## src/rtl/spram_pkg.sv

```systemverilog
// Shared types and helpers for the SPRAM controller and its power sequencer.
// Latency: n/a (declarations only).
// Backpressure: n/a.
package spram_pkg;

    localparam int SPRAM_AW = 14;  // SPRAM primitive address width
    localparam int SPRAM_DW = 16;  // SPRAM primitive data width

    typedef enum logic [1:0] {
        ACTIVE = 2'd0,
        STBY   = 2'd1,
        SLEEP  = 2'd2,
        WAKE   = 2'd3
    } pwr_state_e;

    // MASKWREN gates writes per nibble, so each byte enable covers two mask bits.
    function automatic logic [7:0] be_to_mask(input logic [3:0] be);
        logic [7:0] m;
        m = '0;
        for (int b = 0; b < 4; b++) begin
            m[2*b +: 2] = {2{be[b]}};
        end
        return m;
    endfunction

endpackage

```

## src/rtl/spram_pwr_fsm.sv

```systemverilog
// SPRAM power sequencer: idle-driven STANDBY, requested SLEEP, timed wake-up.
// Latency: state changes take effect one cycle after the triggering condition.
// Backpressure: ready_gate is low outside ACTIVE and while sleep_req is high.
// Ports: clk/rst_n; req_valid (pending request), accept (request taken this cycle),
//        sleep_req (level); standby/sleep to the SPRAMs, ready_gate to the bus.
module spram_pwr_fsm
    import spram_pkg::*;
#(
    parameter int IDLE_CYCLES     = 16,
    parameter int WAKE_SB_CYCLES  = 1,
    parameter int WAKE_SLP_CYCLES = 4
) (
    input  logic clk,
    input  logic rst_n,
    input  logic req_valid,
    input  logic accept,
    input  logic sleep_req,
    output logic standby,
    output logic sleep,
    output logic ready_gate
);

    localparam int IW   = (IDLE_CYCLES > 2) ? $clog2(IDLE_CYCLES) : 1;
    localparam int WMAX = (WAKE_SB_CYCLES > WAKE_SLP_CYCLES) ? WAKE_SB_CYCLES : WAKE_SLP_CYCLES;
    localparam int WW   = (WMAX > 1) ? $clog2(WMAX + 1) : 1;

    localparam logic [IW-1:0] IDLE_LAST = IW'(IDLE_CYCLES - 1);
    localparam logic [WW-1:0] WAKE_SB   = WW'(WAKE_SB_CYCLES);
    localparam logic [WW-1:0] WAKE_SLP  = WW'(WAKE_SLP_CYCLES);

    pwr_state_e    state;
    logic [IW-1:0] idle_cnt;
    logic [WW-1:0] wake_cnt;

    always_ff @(posedge clk or negedge rst_n) begin
        if (!rst_n) begin
            state    <= ACTIVE;
            idle_cnt <= '0;
            wake_cnt <= '0;
        end else begin
            case (state)
                ACTIVE: begin
                    // ready_gate is withheld while sleep_req is high, so no new
                    // access can be in flight; the last response is already on
                    // the bus in this cycle.
                    if (sleep_req) begin
                        state    <= SLEEP;
                        idle_cnt <= '0;
                    end else if (accept) begin
                        idle_cnt <= '0;
                    end else if (IDLE_CYCLES != 0 && idle_cnt == IDLE_LAST) begin
                        state    <= STBY;
                        idle_cnt <= '0;
                    end else begin
                        idle_cnt <= idle_cnt + IW'(1);
                    end
                end
                STBY: begin
                    if (req_valid || sleep_req) begin
                        state    <= WAKE;
                        wake_cnt <= WAKE_SB;
                    end
                end
                SLEEP: begin
                    if (!sleep_req) begin
                        state    <= WAKE;
                        wake_cnt <= WAKE_SLP;
                    end
                end
                WAKE: begin
                    // WAKE lasts wake_cnt cycles (minimum one).
                    if (wake_cnt <= WW'(1)) begin
                        state <= ACTIVE;
                    end else begin
                        wake_cnt <= wake_cnt - WW'(1);
                    end
                end
                default: state <= ACTIVE;
            endcase
        end
    end

    assign standby    = (state == STBY) || (state == SLEEP);
    assign sleep      = (state == SLEEP);
    assign ready_gate = (state == ACTIVE) && !sleep_req;

endmodule

```

## src/rtl/spram_ctrl.sv

```systemverilog
// 32-bit valid/ready front end driving 1 or 2 banks of paired iCE40 SPRAMs.
// Latency: response (read data or write ack) exactly one cycle after accept.
// Backpressure: req_ready drops only for power states; responses cannot stall.
// Ports: clk/rst_n; req_* request stream; rsp_valid/rsp_rdata response;
//        sleep_req/sleep_ack power handshake; spram_* drive the SPRAM primitives.
// Macro SPRAM_CTRL_PWR_EN enables the power sequencer; undefined = always ACTIVE.
module spram_ctrl
    import spram_pkg::*;
#(
    parameter int BANKS_DEEP      = 1,
    parameter int ADDR_W          = 13 + BANKS_DEEP,
    parameter int IDLE_CYCLES     = 16,
    parameter int WAKE_SB_CYCLES  = 1,
    parameter int WAKE_SLP_CYCLES = 4
) (
    input  logic                    clk,
    input  logic                    rst_n,
    input  logic                    req_valid,
    output logic                    req_ready,
    input  logic                    req_we,
    input  logic [ADDR_W-1:0]       req_addr,
    input  logic [31:0]             req_wdata,
    input  logic [3:0]              req_be,
    output logic                    rsp_valid,
    output logic [31:0]             rsp_rdata,
    input  logic                    sleep_req,
    output logic                    sleep_ack,
    output logic [SPRAM_AW-1:0]     spram_addr,
    output logic [2*SPRAM_DW-1:0]   spram_datain,
    output logic [7:0]              spram_maskwren,
    output logic                    spram_wren,
    output logic [BANKS_DEEP-1:0]   spram_cs,
    output logic                    spram_standby,
    output logic                    spram_sleep,
    output logic                    spram_poweroff,
    input  logic [32*BANKS_DEEP-1:0] spram_dataout
);

    logic        accept;
    logic        bank;
    logic        bank_q;
    logic        rsp_rd_q;
    logic [31:0] bank_rdata [BANKS_DEEP];

    assign accept = req_valid && req_ready;
    assign bank   = (BANKS_DEEP == 2) ? req_addr[ADDR_W-1] : 1'b0;

    // The SPRAM registers these on the same edge that accepts the request.
    assign spram_addr     = req_addr[SPRAM_AW-1:0];
    assign spram_datain   = req_wdata;
    assign spram_maskwren = be_to_mask(req_be);
    assign spram_wren     = accept && req_we;
    assign spram_poweroff = 1'b1;

    always_comb begin
        spram_cs = '0;
        for (int i = 0; i < BANKS_DEEP; i++) begin
            spram_cs[i] = accept && (bank == 1'(i));
        end
    end

    always_ff @(posedge clk or negedge rst_n) begin
        if (!rst_n) begin
            rsp_valid <= 1'b0;
            rsp_rd_q  <= 1'b0;
            bank_q    <= 1'b0;
        end else begin
            rsp_valid <= accept;
            rsp_rd_q  <= accept && !req_we;
            if (accept) begin
                bank_q <= bank;
            end
        end
    end

    for (genvar g = 0; g < BANKS_DEEP; g++) begin : g_unpack
        assign bank_rdata[g] = spram_dataout[32*g +: 32];
    end

    // DATAOUT is valid in the cycle after the access, so mux it straight out.
    always_comb begin
        rsp_rdata = '0;
        if (rsp_rd_q) begin
            rsp_rdata = bank_rdata[bank_q];
        end
    end

`ifdef SPRAM_CTRL_PWR_EN
    logic ready_gate;

    spram_pwr_fsm #(
        .IDLE_CYCLES     (IDLE_CYCLES),
        .WAKE_SB_CYCLES  (WAKE_SB_CYCLES),
        .WAKE_SLP_CYCLES (WAKE_SLP_CYCLES)
    ) u_pwr_fsm (
        .clk        (clk),
        .rst_n      (rst_n),
        .req_valid  (req_valid),
        .accept     (accept),
        .sleep_req  (sleep_req),
        .standby    (spram_standby),
        .sleep      (spram_sleep),
        .ready_gate (ready_gate)
    );

    assign req_ready = ready_gate;
    assign sleep_ack = spram_sleep;
`else
    logic unused_sleep_req;
    assign unused_sleep_req = sleep_req;

    assign req_ready     = 1'b1;
    assign spram_standby = 1'b0;
    assign spram_sleep   = 1'b0;
    assign sleep_ack     = 1'b0;
`endif

endmodule

```

## config.mk

```make
export PLATFORM = sky130hd
export DESIGN_NAME = spram_ctrl
export DESIGN_NICKNAME = d
export VERILOG_FILES = /design/src/rtl/spram_pkg.sv /design/src/rtl/spram_pwr_fsm.sv /design/src/rtl/spram_ctrl.sv
export SDC_FILE = /design/constraint.sdc
export NUM_CORES = 1
export LEC_CHECK = 0
export BUFFER_PORTS_ARGS = -buffer_cell sky130_fd_sc_hd__buf_2
export CAP_MARGIN = 5
export CELL_PAD_IN_SITES_DETAIL_PLACEMENT = 1
export CELL_PAD_IN_SITES_GLOBAL_PLACEMENT = 1
export CORE_UTILIZATION = 12
export CTS_BUF_LIST = sky130_fd_sc_hd__clkbuf_4 sky130_fd_sc_hd__clkbuf_8
export CTS_CLUSTER_SIZE = 25
export DETAILED_ROUTE_END_ITERATION = 8
export PLACE_DENSITY = 0.89
export SLEW_MARGIN = 30
export SYNTH_ARGS = -nofsm -noshare
export SYNTH_HDL_FRONTEND = slang
export SYNTH_SLANG_ARGS = --single-unit
```

## constraint.sdc

```tcl
create_clock -name clk -period 1 [get_ports clk]
set_input_delay 0.2 -clock clk [delete_from_list [all_inputs] [get_ports clk]]
set_output_delay 0.2 -clock clk [all_outputs]
set_load 0.005 [all_outputs]
```

==> run metrics <==
first-pass GRT wire length 2.19 mm; Crit. End Element output pin; Critical Path RT 800 ps; Antenna Nets Post-Route 0; Max H-tree Level 1; CP Cell Sequence buf_12 > and2_2 > buf_6; endpoints failing hold 0; register area share after synthesis 6.45%; GRT Util Overall 4.44%; hold wc startpoint req_valid; crit path DAT 1050 ps; RSZ-0062 raised after global routing true; DP HPWL 1.69 mm; area taken by multi-input logic gates 280 um2; Die Wd 82.4 um; Cell variety after synth 7; Row Count 28; Port-buffer cells 70; switching part of the total power 22.6%; FF/Latch Area 50.0 um2; vias in the first global route 513; DR DRC count 0; initial DRC count 7; final WL 2.05 mm; io pins 181; pwr dens 680 nW/um2; antenna violations before repair 0; status complete, but fails checks; Ant. Diodes 0; fin area 971 um2; Worst Hold End rsp_valid$_DFF_PN0_; core area 6060 um2; synth warn 0; number of buffers created by CTS 3; share of cells above drive strength 1 91.4%; total clock sinks 2; Reg power frac 13.3%; Post-Syn Area 776 um2; drt via density 3.21; power share of the clock group 48.0%; Peak Freq 0.802 GHz; initial core utilization 12.8%; Worst setup SP type flip-flop; # Post-CTS Setup Buffers 0; fin crit share 125%; hold depth 1; internal power 0.000511 W; dpl cell area 786 um2; pin count of the biggest net entering global routing 33; switching pwr 0.000149 W; Mapped Cells 101; DR WL/cell 10.8 um; clk root buf clkbuf_8; Final GP Congestion 0.451; drt pass-1 iters 2; static leakage 0.536 nW; failing checks setup timing; Comb pwr share 38.7%; Worst Path Max Fanout 32; Core Util, Final 16.0%; worst hold path class in -> reg; clock buffer depth 2; Final Slew Violations 0; fillers 731; #FFs+latches synth 2; CP Class reg -> out; Avg Inst Size Synth 7.68 um2; max incr delay on CP 380 ps; CTS tree built; Reg clk slew, reported paths 30 ps; Area Overhead vs Synth 25.2%; Die ar. 6790 um2; routed vias 613; Period minus WS final 1250 ps; Die Ht 82.4 um; Final #Nets 205; grt total ovfl 0; maxcap violations 0; Final setup viols 32; Crit-path slowest cell dfrtp_1; Worst VDD drop 0.255 mV; slack of the critical path -246 ps
## cell type report
class                   count  share of cell area [%]
repair buffers             72                    52.1
multi-input cells          39                    28.9
well taps                  75                    9.66
flip-flops and latches      2                    5.15
clock buffers               3                    4.25
## power groups by stage
| stage | Combinational [W] | Sequential [W] | Clock [W] |
|---|---|---|---|
| 2_1_floorplan | 0.000265 | 0.0000890 | 0 |
| 4_1_cts | 0.000227 | 0.0000882 | 0.000329 |
| 6_report | 0.000255 | 0.0000880 | 0.000317 |
| 3_5_place_dp | 0.000203 | 0.0000890 | 0 |
| 3_3_place_gp | 0.000195 | 0.0000892 | 0 |
| 5_1_grt | 0.000287 | 0.0000885 | 0.000333 |
## metrics by stage
stage / power [W] / TNS [ps] / hold WS (ps) / instances / setup WS [ps]
2_1_floorplan: 0.000354 / 0 / -95.6 / 104 / 106
3_3_place_gp: 0.000284 / -365 / -15.9 / 187 / -31.5
3_5_place_dp: 0.000292 / -680 / -14.6 / 187 / -42.5
4_1_cts: 0.000644 / -7700 / 126 / 191 / -250
5_1_grt: 0.000708 / -8640 / 145 / 191 / -287
6_report: 0.000660 / -7360 / 132 / 191 / -246
## state kept, by name, summed over array words and instances (netlist names)
| name | flops |
|---|---|
| rsp_valid | 1 |
| rsp_rd_q | 1 |
## what timing repair did
action | CTS | global route
endpoints found under the setup margin | 32 | 32
resized for setup | 12 | 15
hold buffers | 1 | 0
hold endpoints to repair | 2 | 0
## placed cells by master (no fill, tap or decap), drive strengths merged
cell / count
and2: 33
nor2b: 1
dlygate4sd3: 1
dfrtp: 2
clkbuf: 3
conb: 5
buf: 71
## logic make-up (layout without fill, tap and decap cells)
logic type,after synthesis,count (layout),synth area share (%)
simple gates,34,34,32.6
flops,2,2,6.45
other cells,2,5,0.968
buf+inv,63,75,60.0
## how the worst max path moves through the flow
stage | slack, ps | start | depth (start not counted) | endpoint
2_1_floorplan | 110 | rsp_rd_q$_DFF_PN0_ | 2 | rsp_rdata[0]
3_3_place_gp | -30 | rsp_rd_q$_DFF_PN0_ | 3 | rsp_rdata[28]
3_5_place_dp | -40 | rsp_rd_q$_DFF_PN0_ | 3 | rsp_rdata[28]
4_1_cts | -250 | rsp_rd_q$_DFF_PN0_ | 3 | rsp_rdata[24]
5_1_grt | -290 | rsp_rd_q$_DFF_PN0_ | 3 | rsp_rdata[18]
6_report | -250 | rsp_rd_q$_DFF_PN0_ | 3 | rsp_rdata[0]
## metal layers
metal | GRT usage (%) | wire length [um]
met3 | 2.20 | 362
met1 | 2.35 | 432
met5 | 0 | 0
met4 | 7.37 | 147
met2 | 7.85 | 1110
## worst max-delay path: cells and delay by family (launching register included)
| family | cells | cell delay (ps) |
|---|---|---|
| flip-flops | 1 | 380 |
| buffers and inverters | 2 | 270 |
| AND/OR/NAND/NOR | 1 | 180 |
## synthesized netlist by cell type
cell type | number | share of area (%)
dfrtp_1 | 2 | 6.5
and2_2 | 32 | 31
conb_1 | 2 | 0.97
nor2b_1 | 1 | 0.81
and2_1 | 1 | 0.81
clkbuf_2 | 3 | 1.9
buf_4 | 60 | 58
Power figures use the tool's default switching activity.
